$ cat src/rtl/mem_stage.sv
// mem_stage: RISC-V memory-access stage; byte/half/word loads and stores over a req/ack bus,
// with misalignment detection, bus timeout and a single registered write-back result.
module mem_stage #(
    parameter int TIMEOUT_CYCLES = 16
) (
    input  logic        clk,
    input  logic        rst,
    input  logic        valid_i,
    input  logic [7:0]  aluop_i,
    input  logic [4:0]  wd_i,
    input  logic        wreg_i,
    input  logic [31:0] wdata_i,
    input  logic [31:0] mem_addr_i,
    input  logic [31:0] reg2_i,
    output logic        stall_o,
    output logic        bus_req_o,
    output logic        bus_we_o,
    output logic [31:0] bus_addr_o,
    output logic [3:0]  bus_sel_o,
    output logic [31:0] bus_wdata_o,
    input  logic [31:0] bus_rdata_i,
    input  logic        bus_ack_i,
    output logic        valid_o,
    output logic [4:0]  wd_o,
    output logic        wreg_o,
    output logic [31:0] wdata_o,
    output logic        misalign_o,
    output logic        bus_err_o
);
    localparam logic [7:0] OP_LB = 8'b11100000, OP_LH = 8'b11100001, OP_LW = 8'b11100011;
    localparam logic [7:0] OP_LBU = 8'b11100100, OP_LHU = 8'b11100101;
    localparam logic [7:0] OP_SB = 8'b11101000, OP_SH = 8'b11101001, OP_SW = 8'b11101011;

    typedef enum logic {IDLE, BUSY} state_t;

    state_t      state_q, state_d;
    logic [7:0]  cnt_q, cnt_d;
    logic [3:0]  op_q, op_d;
    logic [4:0]  wd_q, wd_d;
    logic        wreg_q, wreg_d;
    logic [1:0]  off_q, off_d;
    logic        req_q, req_d, we_q, we_d;
    logic [31:0] addr_q, addr_d, bwdata_q, bwdata_d;
    logic [3:0]  sel_q, sel_d;
    logic        valid_q, valid_d, mis_q, mis_d, err_q, err_d, owreg_q, owreg_d;
    logic [4:0]  owd_q, owd_d;
    logic [31:0] owdata_q, owdata_d;

    logic        is_ld, is_st, is_mem, misal, accept, timeout;
    logic [1:0]  sz;
    logic [31:0] sh, ld;

    always_comb begin
        is_ld   = aluop_i inside {OP_LB, OP_LH, OP_LW, OP_LBU, OP_LHU};
        is_st   = aluop_i inside {OP_SB, OP_SH, OP_SW};
        is_mem  = is_ld | is_st;
        sz      = aluop_i[1:0];
        misal   = (sz == 2'b01 & mem_addr_i[0]) | (sz == 2'b11 & |mem_addr_i[1:0]);
        accept  = state_q == IDLE & valid_i & is_mem & ~misal;
        timeout = state_q == BUSY & ~bus_ack_i & cnt_q == 8'(TIMEOUT_CYCLES - 1);
        stall_o = accept | (state_q == BUSY & ~bus_ack_i & ~timeout);
        // Loaded lane is shifted down to bit 0, then sign/zero-extended by op size and op[2].
        sh      = bus_rdata_i >> {off_q, 3'b000};
        ld      = op_q[1:0] == 2'b00 ? {{24{~op_q[2] & sh[7]}}, sh[7:0]} :
                  op_q[1:0] == 2'b01 ? {{16{~op_q[2] & sh[15]}}, sh[15:0]} : bus_rdata_i;
    end

    always_comb begin
        state_d  = state_q;
        cnt_d    = cnt_q;
        op_d     = op_q;
        wd_d     = wd_q;
        wreg_d   = wreg_q;
        off_d    = off_q;
        req_d    = req_q;
        we_d     = we_q;
        addr_d   = addr_q;
        sel_d    = sel_q;
        bwdata_d = bwdata_q;
        valid_d  = 1'b0;
        mis_d    = 1'b0;
        err_d    = 1'b0;
        owd_d    = owd_q;
        owreg_d  = owreg_q;
        owdata_d = owdata_q;
        if (state_q == IDLE) begin
            cnt_d = 8'd0;
            if (valid_i & ~is_mem) begin
                valid_d  = 1'b1;
                owd_d    = wd_i;
                owreg_d  = wreg_i;
                owdata_d = wdata_i;
            end else if (valid_i & misal) begin
                valid_d  = 1'b1;
                mis_d    = 1'b1;
                owd_d    = wd_i;
                owreg_d  = 1'b0;
                owdata_d = 32'd0;
            end else if (accept) begin
                state_d  = BUSY;
                op_d     = aluop_i[3:0];
                wd_d     = wd_i;
                wreg_d   = wreg_i;
                off_d    = mem_addr_i[1:0];
                req_d    = 1'b1;
                we_d     = is_st;
                addr_d   = {mem_addr_i[31:2], 2'b00};
                sel_d    = sz == 2'b00 ? 4'b0001 << mem_addr_i[1:0] :
                           sz == 2'b01 ? 4'b0011 << mem_addr_i[1:0] : 4'b1111;
                bwdata_d = sz == 2'b00 ? {4{reg2_i[7:0]}} :
                           sz == 2'b01 ? {2{reg2_i[15:0]}} : reg2_i;
            end
        end else if (bus_ack_i) begin
            state_d  = IDLE;
            req_d    = 1'b0;
            valid_d  = 1'b1;
            owd_d    = wd_q;
            owreg_d  = ~op_q[3] & wreg_q;
            owdata_d = op_q[3] ? 32'd0 : ld;
        end else if (timeout) begin
            state_d  = IDLE;
            req_d    = 1'b0;
            valid_d  = 1'b1;
            err_d    = 1'b1;
            owd_d    = wd_q;
            owreg_d  = 1'b0;
            owdata_d = 32'd0;
        end else begin
            cnt_d = cnt_q + 8'd1;
        end
    end

    always_ff @(posedge clk) begin
        if (rst) begin
            state_q  <= IDLE;
            cnt_q    <= 8'd0;
            op_q     <= 4'd0;
            wd_q     <= 5'd0;
            wreg_q   <= 1'b0;
            off_q    <= 2'd0;
            req_q    <= 1'b0;
            we_q     <= 1'b0;
            addr_q   <= 32'd0;
            sel_q    <= 4'd0;
            bwdata_q <= 32'd0;
            valid_q  <= 1'b0;
            mis_q    <= 1'b0;
            err_q    <= 1'b0;
            owd_q    <= 5'd0;
            owreg_q  <= 1'b0;
            owdata_q <= 32'd0;
        end else begin
            state_q  <= state_d;
            cnt_q    <= cnt_d;
            op_q     <= op_d;
            wd_q     <= wd_d;
            wreg_q   <= wreg_d;
            off_q    <= off_d;
            req_q    <= req_d;
            we_q     <= we_d;
            addr_q   <= addr_d;
            sel_q    <= sel_d;
            bwdata_q <= bwdata_d;
            valid_q  <= valid_d;
            mis_q    <= mis_d;
            err_q    <= err_d;
            owd_q    <= owd_d;
            owreg_q  <= owreg_d;
            owdata_q <= owdata_d;
        end
    end

    assign bus_req_o   = req_q;
    assign bus_we_o    = we_q;
    assign bus_addr_o  = addr_q;
    assign bus_sel_o   = sel_q;
    assign bus_wdata_o = bwdata_q;
    assign valid_o     = valid_q;
    assign wd_o        = owd_q;
    assign wreg_o      = owreg_q;
    assign wdata_o     = owdata_q;
    assign misalign_o  = mis_q;
    assign bus_err_o   = err_q;
endmodule

$ cat config.mk
export PLATFORM = sky130hd
export DESIGN_NAME = mem_stage
export DESIGN_NICKNAME = d
export VERILOG_FILES = /design/src/rtl/mem_stage.sv
export SDC_FILE = /design/constraint.sdc
export NUM_CORES = 1
export LEC_CHECK = 0
export ABC_CLOCK_PERIOD_IN_PS = 4600
export CAP_MARGIN = 30
export CORE_MARGIN = 5
export CORE_UTILIZATION = 46
export CTS_CLUSTER_SIZE = 16
export DETAILED_ROUTE_END_ITERATION = 16
export HOLD_SLACK_MARGIN = 0.05
export MAX_ROUTING_LAYER = met4
export PLACE_DENSITY = 0.86
export SETUP_SLACK_MARGIN = 0.05
export SYNTH_ARGS = -nofsm -noshare
export SYNTH_HDL_FRONTEND = slang
export SYNTH_SLANG_ARGS = --single-unit
$ cat constraint.sdc
create_clock -name clk -period 4.6 [get_ports clk]
set_input_delay 0.92 -clock clk [delete_from_list [all_inputs] [get_ports clk]]
set_output_delay 0.92 -clock clk [all_outputs]
set_load 0.01 [all_outputs]
# [Word-level counts from Yosys, hierarchy flattened]
# Index checks and enable logic that the tools add are counted.
[word_totals] register_bits=130 latchBits=0 ram_bits=0 mem_bits_ro=0 input_bits=146 output_inout_bits=112 n_memories=0
[classes] n_addsub=1 multipliers=0 div_mod_pow=0 order_cmp=0 eq_ne=15 shifts=3 n_mux=38 bitwise_logic=25 n_reduce_logical=14
[op_table] cell="32-bit 2-to-1 mux" n=10
[op_table] cell="8-bit == test, second input constant" n=8
[op_table] cell="32-bit by 5-bit right shift with 16-bit output" n=1
[op_table] cell="5-bit 2-to-1 mux" n=5
[op_table] cell="1-bit 2-to-1 mux" n=21
[op_table] cell="1-bit bitwise AND" n=13
[op_table] cell="1-bit inverter" n=9
[op_table] cell="8-bit by 1-bit adder with 8-bit output, second input constant" n=1
[op_table] cell="8-bit by 4-bit == test with 1-bit output, second input constant" n=1
[op_table] cell="4-bit 2-to-1 mux" n=2
[op_table] cell="4-bit AND reduction" n=2
[op_table] cell="3-bit nonzero test" n=2
[op_table] cell="3-bit OR reduction" n=2
[op_table] cell="5-bit nonzero test" n=1
[op_table] cell="2-bit by 1-bit == test with 1-bit output, second input constant" n=2
[op_table] cell="2-bit zero test" n=2
[op_table] cell="2-bit != test, second input constant" n=2
[op_table] cell="2-bit AND reduction" n=2
[op_table] cell="2-bit OR reduction" n=2
[op_table] cell="1-bit by 2-bit << shifter with 4-bit output, first input constant" n=1
[op_table] cell="2-bit by 2-bit << shifter with 4-bit output, first input constant" n=1
[op_table] cell="3-bit by 2-bit != test with 1-bit output, second input constant" n=1
[op_table] cell="1-bit OR" n=3
[op_table] cell="2-bit == test, second input constant" n=1
[op_table] cell="2-bit nonzero test" n=1

# [Longest topological paths before layout]
# Gate-level depths: netlist (run 1).
[depth] ltp_word=9 ltp_mapped=9

# [Worst setup path after synthesis (run 1)]
# Ideal clock, no wire load.
[synth_path] path_kind="input to output" start="input mem_addr_i[0]" end="output stall_o" t_arrival_ns=1.870 t_required_ns=3.680 slack_ns=1.810 path_stages=7 path_buffers=1 cell_sequence="inv_1 ha_1 and3_1 nor2_1 or2_1 buf_2 nand2_1"
[synth_via] elab_chain_cells=6 elab_cells_between_ends=7 classes_between="bitwise: 6; reduce/logical: 1"
[synth_lines] element="start, declared" line_no="13" text="input logic [31:0] mem_addr_i,"
[synth_lines] element="2-bit OR reduction" line_no="58" text="misal = (sz == 2'b01 & mem_addr_i[0]) | (sz == 2'b11 & |mem_addr_i[1:0]);"
[synth_lines] element="1-bit bitwise AND" line_no="58"
[synth_lines] element="1-bit OR (*)" line_no="58"
[synth_lines] element="1-bit inverter (*)" line_no="59" text="accept = state_q == IDLE & valid_i & is_mem & ~misal;"
[synth_lines] element="1-bit bitwise AND (*)" line_no="59"
[synth_lines] element="1-bit OR (*)" line_no="61" text="stall_o = accept | (state_q == BUSY & ~bus_ack_i & ~timeout);"
[synth_lines] element="end, declared" line_no="15" text="output logic stall_o,"
# Every way passes the cells marked *; elsewhere a longest branch is shown, timed or not.

# [Worst setup path after layout (run 1)]
[layout_path] start="input mem_addr_i[1]" end="output stall_o"
[layout_via] elab_chain_cells=6
[layout_lines] element="2-bit OR reduction" line_no="58"
[layout_lines] element="1-bit bitwise AND" line_no="58"
[layout_lines] element="1-bit OR" line_no="58"
[layout_lines] element="1-bit inverter" line_no="59"
[layout_lines] element="1-bit bitwise AND" line_no="59"
[layout_lines] element="1-bit OR" line_no="61"
# No other way between the ends.

==> flow_metrics.py, run 1 <==
metrics = {
    "logic_synthesis": {
        "synth_top_area_share": 0.425,
        "syn_inst": 730,
        "yosys.cell_types.count": 62,
        "synthFlopType": "dfxtp_1",
        "synth-async-reset-ratio": 0,
        "synth_edf_count": 0,
        "yosys_warnings": 0,
        "synth_top_area_cell": "dfxtp_1",
        "ys_ff_latch": 130,
        "synthTopCellsByArea": "dfxtp_1 43%, nand2_1 10%, a21oi_1 5.9%",
        "syn_area_sq_um": 6120,
        "syn_area_per_cell_sq_um": 8.38,
        "ys_seq_area_frac": 0.425,
    },
    "cts": {
        "clockRootBuffer": "clkbuf_16",
        "cts.sinks": 130,
        "clkTransAtPathRegs_ns": 0.05,
        "post-cts-setup-buffers": 0,
        "htreeDepth": 4,
        "cts_tree": "done",
        "cts_buffers": 17,
        "cts_buffer_depth": 2,
        "insertion_delay_ns": 0.41,
        "ctsResizeCount": 0,
        "cts_hold_buf": 0,
    },
    "worst_setup_path": {
        "crit_path_start": "mem_addr_i[1]",
        "critical-path-top-delay-family": "buffers and inverters",
        "slowest_delay_ns": 0.53,
        "cp_max_fo": 6,
        "ff2ff_setup_slack_ns": 2.10,
        "end_kind": "primary output",
        "timing.critical_path.mode_cell": "clkdlybuf4s50_1",
        "r2r_end": "wdata_o[17]",
        "arrival_ns": 2.97,
        "crit_type": "in2out",
        "path_buf_inv": 3,
        "startpoint_type": "primary input",
        "crit_chain": "clkdlybuf4s50_1, inv_1, ha_1, and3_1, nor2_1, or2_2, nand2_1, clkdlybuf4s50_1",
        "crit_slowest_cell": "clkdlybuf4s50_1",
        "r2r_cells": 5,
        "r2r_start": "state_q",
        "critical_path_required_ns": 3.68,
    },
    "floorplanning": {
        "coreArea_sq_um": 13100,
        "pin_count": 258,
        "die_h_microns": 125,
        "rows": 42,
        "die_x_microns": 125,
        "initial_utilization": 0.466,
        "dieArea_sq_um": 15700,
    },
    "detailed_routing": {
        "ant_nets": 0,
        "drt-pass1-iter-count": 5,
        "vias_per_cell": 5.42,
        "routed_wl_microns": 19400,
        "num_vias": 6170,
        "drt_iter0_drc": 424,
        "wl_per_cell_microns": 17.0,
        "drcViolationCount": 0,
    },
    "global_route": {
        "grt_max_degree": 86,
        "grt_pass1_vias": 5855,
        "grt.overflow.total": 0,
        "antenna_found_initial": 0,
        "grt_pass1_wl_microns": 30200,
        "grt.total_usage": 0.244,
    },
    "sta": {
        "finalSetupViolations": 0,
        "skew_ns": 0.00857,
        "worst_slew_pin_slew_ns": 0.870,
        "period_minus_slack_ns": 3.89,
        "hold_viol": 0,
        "slew_headroom": 0.419,
        "worst_slack_ns": 0.705,
        "timing.hold.ws_ns": 0.450,
        "final_max_slew_viol_count": 0,
        "rsz0062_at_grt": "no",
        "max_freq_mhz": 257,
        "setup_tns_ns": 0,
        "fin_crit_sh": 0.847,
    },
    "final_layout": {
        "mostFrequentLayoutCell": "clkdlybuf4s50_1",
        "nets": 1102,
        "fin_area_sq_um": 9210,
        "area_delta_synth_final_pct": 50.4,
        "drive_gt1_frac": 0.0800,
        "diodes": 0,
        "layout_common_cells": "253 x clkdlybuf4s50_1, 163 x nand2_1, 130 x dfxtp_1",
    },
    "placement": {
        "gp_congestion": 0.834,
        "place_ws_ns": 0.704,
        "hpwl_microns": 14000,
        "placed_area_sq_um": 8640,
        "io_buffers": 255,
    },
    "hold_path": {
        "hp-start": "bus_addr_o[25]",
        "holdPathEnd": "bus_addr_o[25]",
        "hold_class": "reg2reg",
        "hold_depth": 2,
    },
    "power": {
        "leakage_nw": 3.15,
        "p_total_w": 0.00283,
        "powerDensity_nw_per_um2": 308,
        "vdd.ir_drop.worst_uv": 283,
    },
    "run_status": {
        "outcome": "complete, no violations",
    },
    "flow_run": {
        "max_cap_violations": 0,
    },
}
==> metal layers <==
layer	routed length (microns)	global-route usage
met4	285	0.0765
met3	1830	0.0789
met2	9380	0.399
met1	7870	0.287
met5	0	-
==> worst register-to-register path, delay by kind of cell, from the launching register on <==
family,cells,cell delay (ns)
simple gates,3,1.29
flops,1,0.69
compound gates,2,0.43
==> Yosys cell counts, drive strengths merged (5+ instances only) <==
| master | number |
|---|---|
| nand2 | 163 |
| dfxtp | 130 |
| a21oi | 74 |
| nor2 | 73 |
| buf | 40 |
| a211oi | 31 |
| mux2i | 29 |
| clkbuf | 23 |
| o21ai | 22 |
| a22oi | 21 |
| nor3 | 13 |
| a31oi | 10 |
| a311oi | 9 |
| o221ai | 8 |
| a221oi | 7 |
| mux2 | 7 |
| nand3 | 7 |
| nor2b | 6 |
| xor2 | 6 |
| ha | 5 |
| inv | 5 |
| nand4 | 5 |
==> kinds of logic after synthesis <==
logic type,Yosys count,share of synthesized area
buffers and inverters,68,0.0585
other,1,0.000613
multiplexers,36,0.0621
XOR/XNOR,7,0.0100
flip-flops,130,0.425
AND/OR/NAND/NOR,288,0.204
AO/OA/AOI/OAI,195,0.229
adder cells (fa/ha/maj),5,0.0102
==> metrics by stage <==
step / instances / utilization
4_1_cts: 1139 / 0.701
6_report: 1139 / 0.701
5_1_grt: 1139 / 0.701
3_3_place_gp: 1108 / 0.657
3_5_place_dp: 1108 / 0.657
2_1_floorplan: 731 / -
==> layout make-up <==
type	instances	area, sq um
flip-flops and latches	130	2600
inverters	5	18.8
multi-input cells	533	3170
clock inverters	8	105
repair buffers	264	2630
well taps	176	220
fillers	1043	3930
clock buffers	23	468
==> power breakdown <==
group	switching, W	internal [W]
sequential	0.0000146	0.00115
clock	0.000483	0.000824
combinational	0.000154	0.000205
==> how the worst max path moves through the flow <==
| stage | end | cells after the start |
|---|---|---|
| floorplan | stall_o | 7 |
| global placement | stall_o | 8 |
| detailed placement | stall_o | 8 |
| CTS | stall_o | 8 |
| global route | stall_o | 8 |
| finish | stall_o | 8 |
==> state kept, by name, indices dropped and copies added, names as in the netlist <==
name	flops
bus_addr_o	30
bus_err_o	1
bus_req_o	1
bus_sel_o	4
bus_wdata_o	32
bus_we_o	1
cnt_q	8
misalign_o	1
off_q	2
op_q	4
state_q	1
valid_o	1
wd_o	5
wd_q	5
wdata_o	32
wreg_o	1
wreg_q	1
Note: power is estimated with default switching activity, not from simulation.
==> run 2: changes to the inputs <==
--- a/config.mk
+++ b/config.mk
@@ -5,15 +5,15 @@
 export SDC_FILE = /design/constraint.sdc
 export NUM_CORES = 1
 export LEC_CHECK = 0
-export ABC_CLOCK_PERIOD_IN_PS = 4600
+export ABC_CLOCK_PERIOD_IN_PS = 3800
 export CAP_MARGIN = 30
 export CORE_MARGIN = 5
-export CORE_UTILIZATION = 46
+export CORE_UTILIZATION = 43
 export CTS_CLUSTER_SIZE = 16
 export DETAILED_ROUTE_END_ITERATION = 16
 export HOLD_SLACK_MARGIN = 0.05
 export MAX_ROUTING_LAYER = met4
-export PLACE_DENSITY = 0.86
+export PLACE_DENSITY = 0.81
 export SETUP_SLACK_MARGIN = 0.05
 export SYNTH_ARGS = -nofsm -noshare
 export SYNTH_HDL_FRONTEND = slang
==> constraint.sdc (replaced) <==
create_clock -name clk -period 3.8 [get_ports clk]
set_input_delay 0.76 -clock clk [delete_from_list [all_inputs] [get_ports clk]]
set_output_delay 0.76 -clock clk [all_outputs]
set_load 0.01 [all_outputs]
==> flow_metrics.py, run 2 (synthesis results as in run 1) <==
metrics = {
    "cts": {
        "cts_tree": "done",
        "clockRootBuffer": "clkbuf_16",
        "clkTransAtPathRegs_ns": 0.06,
        "cts_buffer_depth": 2,
        "cts_hold_buf": 0,
        "post-cts-setup-buffers": 0,
        "cts.sinks": 130,
        "insertion_delay_ns": 0.42,
        "ctsResizeCount": 0,
        "htreeDepth": 4,
        "cts_buffers": 17,
    },
    "sta": {
        "slew_headroom": 0.427,
        "worst_slew_pin_slew_ns": 0.858,
        "period_minus_slack_ns": 3.47,
        "rsz0062_at_grt": "no",
        "worst_slack_ns": 0.327,
        "final_max_slew_viol_count": 0,
        "max_freq_mhz": 288,
        "hold_viol": 0,
        "finalSetupViolations": 0,
        "skew_ns": 0.00731,
        "setup_tns_ns": 0,
        "fin_crit_sh": 0.914,
    },
    "worst_setup_path": {
        "crit_slowest_cell": "clkdlybuf4s50_1",
        "timing.critical_path.mode_cell": "clkdlybuf4s50_1",
        "startpoint_type": "primary input",
        "ff2ff_setup_slack_ns": 1.34,
        "r2r_end": "wdata_o[15]",
        "crit_type": "in2out",
        "r2r_start": "off_q[0]",
        "path_buf_inv": 3,
        "end_kind": "primary output",
        "critical-path-top-delay-family": "buffers and inverters",
        "crit_chain": "clkdlybuf4s50_1, inv_1, ha_1, and3_1, nor2_1, or2_2, nand2_1, clkdlybuf4s50_1",
        "slowest_delay_ns": 0.54,
        "cp_max_fo": 3,
        "arrival_ns": 2.71,
        "r2r_cells": 6,
        "critical_path_required_ns": 3.04,
    },
    "global_route": {
        "antenna_found_initial": 0,
        "grt.overflow.total": 0,
        "grt.total_usage": 0.234,
        "grt_pass1_vias": 5910,
        "grt_pass1_wl_microns": 30100,
        "grt_max_degree": 73,
    },
    "final_layout": {
        "drive_gt1_frac": 0.0868,
        "nets": 1106,
        "fin_area_sq_um": 9270,
        "mostFrequentLayoutCell": "clkdlybuf4s50_1",
        "layout_common_cells": "253 x clkdlybuf4s50_1, 163 x nand2_1, 130 x dfxtp_1",
        "fill_cells": 1165,
        "layoutNonFillerInstCount": 1148,
        "diodes": 0,
        "area_delta_synth_final_pct": 51.5,
    },
    "floorplanning": {
        "die_h_microns": 129,
        "dieArea_sq_um": 16700,
        "coreArea_sq_um": 13900,
        "die_x_microns": 129,
        "initial_utilization": 0.439,
        "pin_count": 258,
        "rows": 43,
    },
    "hold_path": {
        "hold_class": "reg2reg",
        "hp-start": "bus_addr_o[6]",
        "holdPathEnd": "bus_addr_o[6]",
        "hold_depth": 2,
    },
    "power": {
        "leakage_nw": 3.19,
        "powerDensity_nw_per_um2": 379,
        "vdd.ir_drop.worst_uv": 266,
    },
    "placement": {
        "dp_cells": 1116,
        "place_ws_ns": 0.342,
        "placed_area_sq_um": 8670,
        "io_buffers": 255,
        "gp_congestion": 0.866,
        "hpwl_microns": 14000,
    },
    "detailed_routing": {
        "routed_wl_microns": 19300,
        "drcViolationCount": 0,
        "wl_per_cell_microns": 16.8,
        "vias_per_cell": 5.29,
        "drt_iter0_drc": 425,
        "drt-pass1-iter-count": 7,
        "ant_nets": 0,
        "num_vias": 6074,
    },
    "flow_run": {
        "max_cap_violations": 0,
    },
    "run_status": {
        "outcome": "complete, no violations",
    },
}
-- run 2: final cells by class --
cell class	count	area [sq um]	share of cell area
well taps	180	225	0.0243
clock inverters	12	156	0.0169
inverters	5	18.8	0.00202
flip-flops and latches	130	2600	0.281
repair buffers	268	2660	0.286
clock buffers	20	447	0.0482
multi-input cells	533	3170	0.342
-- run 2: report_power, final --
group / internal (W) / switching, W
clock: 0.00105 / 0.000615
sequential: 0.00140 / 0.0000171
combinational: 0.000250 / 0.000186
total: 0.00270 / 0.000818
-- run 2: worst min-delay path, delay by kind of cell, from the launching register on --
kind | cells | cell delay, ns
compound gates | 1 | 0.05
flops | 1 | 0.30
simple gates | 1 | 0.05
-- run 2: worst max-delay path by stage --
stage	from	to	slack [ns]	cells past startpoint
final	mem_addr_i[0]	stall_o	0.33	8
after global placement	mem_addr_i[0]	stall_o	0.41	8
after floorplan	mem_addr_i[0]	stall_o	1.33	7
after CTS	mem_addr_i[0]	stall_o	0.35	8
after global routing	mem_addr_i[1]	stall_o	0.29	8
after detailed placement	mem_addr_i[0]	stall_o	0.34	8
-- run 2: metrics by stage --
step	hold slack, ns	util	total power [W]
2_1_floorplan	0.436	-	0.00162
3_3_place_gp	0.441	0.622	0.00187
3_5_place_dp	0.446	0.622	0.00188
4_1_cts	0.454	0.666	0.00355
5_1_grt	0.468	0.666	0.00366
6_report	0.452	0.666	0.00352
-- run 2: layer usage --
metal / vias to the layer above / wire length (microns) / track usage
li1: 3021 / - / -
met1: 2785 / 7770 / 0.274
met2: 232 / 9140 / 0.376
met3: 36 / 1960 / 0.0833
met4: 0 / 414 / 0.0778
met5: - / 0 / -
==> run 3: changes to the inputs <==
--- a/config.mk
+++ b/config.mk
@@ -5,15 +5,15 @@
 export SDC_FILE = /design/constraint.sdc
 export NUM_CORES = 1
 export LEC_CHECK = 0
-export ABC_CLOCK_PERIOD_IN_PS = 3800
+export ABC_CLOCK_PERIOD_IN_PS = 4300
 export CAP_MARGIN = 30
 export CORE_MARGIN = 5
-export CORE_UTILIZATION = 43
+export CORE_UTILIZATION = 46
 export CTS_CLUSTER_SIZE = 16
 export DETAILED_ROUTE_END_ITERATION = 16
 export HOLD_SLACK_MARGIN = 0.05
 export MAX_ROUTING_LAYER = met4
-export PLACE_DENSITY = 0.81
+export PLACE_DENSITY = 0.86
 export SETUP_SLACK_MARGIN = 0.05
 export SYNTH_ARGS = -nofsm -noshare
 export SYNTH_HDL_FRONTEND = slang
==> constraint.sdc (replaced) <==
create_clock -name clk -period 4.3 [get_ports clk]
set_input_delay 0.86 -clock clk [delete_from_list [all_inputs] [get_ports clk]]
set_output_delay 0.86 -clock clk [all_outputs]
set_load 0.01 [all_outputs]
==> flow_metrics.py, run 3 (synthesis results as in run 1) <==
metrics = {
    "sta": {
        "fin_crit_sh": 0.879,
        "max_freq_mhz": 265,
        "rsz0062_at_grt": "no",
        "final_max_slew_viol_count": 0,
        "slew_headroom": 0.412,
        "setup_tns_ns": 0,
        "worst_slack_ns": 0.519,
        "finalSetupViolations": 0,
        "skew_ns": 0.00892,
        "worst_slew_pin_slew_ns": 0.881,
        "period_minus_slack_ns": 3.78,
        "hold_viol": 0,
    },
    "floorplanning": {
        "die_x_microns": 125,
        "pin_count": 258,
        "coreArea_sq_um": 13100,
        "die_h_microns": 125,
        "initial_utilization": 0.466,
        "rows": 42,
        "dieArea_sq_um": 15700,
    },
    "worst_setup_path": {
        "arrival_ns": 2.92,
        "cp_max_fo": 6,
        "end_kind": "primary output",
        "crit_type": "in2out",
        "ff2ff_setup_slack_ns": 1.87,
        "critical_path_required_ns": 3.44,
        "startpoint_type": "primary input",
    },
    "cts": {
        "htreeDepth": 4,
        "clockRootBuffer": "clkbuf_16",
        "cts.sinks": 130,
        "clkTransAtPathRegs_ns": 0.05,
        "cts_buffers": 17,
        "insertion_delay_ns": 0.41,
        "ctsResizeCount": 0,
        "cts_buffer_depth": 2,
        "post-cts-setup-buffers": 0,
        "cts_tree": "done",
        "cts_hold_buf": 0,
    },
    "final_layout": {
        "layoutNonFillerInstCount": 1140,
        "fill_cells": 1015,
        "diodes": 0,
        "mostFrequentLayoutCell": "clkdlybuf4s50_1",
        "area_delta_synth_final_pct": 51.3,
        "drive_gt1_frac": 0.0830,
        "utilization": 0.705,
        "fin_area_sq_um": 9260,
        "nets": 1103,
        "layout_common_cells": "253 x clkdlybuf4s50_1, 163 x nand2_1, 130 x dfxtp_1",
    },
    "placement": {
        "place_ws_ns": 0.531,
        "dp_cells": 1108,
        "io_buffers": 255,
        "placed_area_sq_um": 8660,
        "gp_congestion": 0.850,
        "hpwl_microns": 14000,
    },
    "detailed_routing": {
        "drt_iter0_drc": 398,
        "met3_length_microns": 1900,
        "drt-pass1-iter-count": 7,
        "wl_per_cell_microns": 17.3,
        "wl_met2_microns": 9510,
        "drcViolationCount": 0,
        "num_vias": 6247,
        "top_layer": "met4",
        "vias_per_cell": 5.48,
        "met1Wirelength_microns": 7880,
        "routed_wl_microns": 19700,
        "ant_nets": 0,
    },
    "flow_run": {
        "max_cap_violations": 0,
    },
    "power": {
        "powerDensity_nw_per_um2": 330,
        "leakage_nw": 3.18,
        "vdd.ir_drop.worst_uv": 272,
    },
    "global_route": {
        "grt_pass1_wl_microns": 31200,
        "grt_max_degree": 85,
        "grt.overflow.total": 0,
        "grt.total_usage": 0.252,
        "grt_pass1_vias": 6040,
        "antenna_found_initial": 0,
    },
    "hold_path": {
        "hold_class": "reg2reg",
    },
    "run_status": {
        "outcome": "complete, no violations",
    },
}
[run 3: cell types whose count changed in the layout (fill, tap and decap cells not counted), moves of 2 or more]
cell        previous run  this run
inv_6                  2         0
buf_4                 13         7
clkinv_4               3         1
clkinvlp_4             1         3
clkbuf_8               1         3
[run 3: final timing paths]
path                       from       endpoint  cells after the start
setup / recovery  mem_addr_i[0]        stall_o                      8
hold / removal    bus_addr_o[8]  bus_addr_o[8]                      2
setup reg to reg        state_q    wdata_o[22]                      5
hold reg to reg   bus_addr_o[8]  bus_addr_o[8]                      2
[run 3: area by class of cell]
cell class / instances / area, sq um / share of cell area
multi-input cells: 533 / 3170 / 0.342
repair buffers: 265 / 2670 / 0.288
flip-flops and latches: 130 / 2600 / 0.281
clock buffers: 22 / 474 / 0.0512
well taps: 176 / 220 / 0.0238
clock inverters: 9 / 106 / 0.0115
inverters: 5 / 18.8 / 0.00203
[run 3: stage by stage]
step | hold slack (ns) | power, W
4_1_cts | 0.453 | 0.00308
3_5_place_dp | 0.446 | 0.00166
5_1_grt | 0.473 | 0.00317
3_3_place_gp | 0.441 | 0.00165
2_1_floorplan | 0.436 | 0.00143
6_report | 0.450 | 0.00306
[run 3: worst max-delay path, cell delays in order]
cell             delay [ns]
clkdlybuf4s50_1        0.51
inv_1                  0.13
ha_1                   0.19
and3_1                 0.21
nor2_1                 0.08
or2_2                  0.32
nand2_1                0.08
clkdlybuf4s50_1        0.54
[run 3: power by group]
group	switching [W]	internal, W	total, W
sequential	0.0000160	0.00123	0.00125
combinational	0.000166	0.000222	0.000388
clock	0.000528	0.000894	0.00142
total	0.000710	0.00235	0.00306
[run 3: layer usage]
metal,vias up,track usage
li1,3012,-
met1,2941,0.290
met2,263,0.408
met3,31,0.0951
met4,0,0.0791
met5,-,-
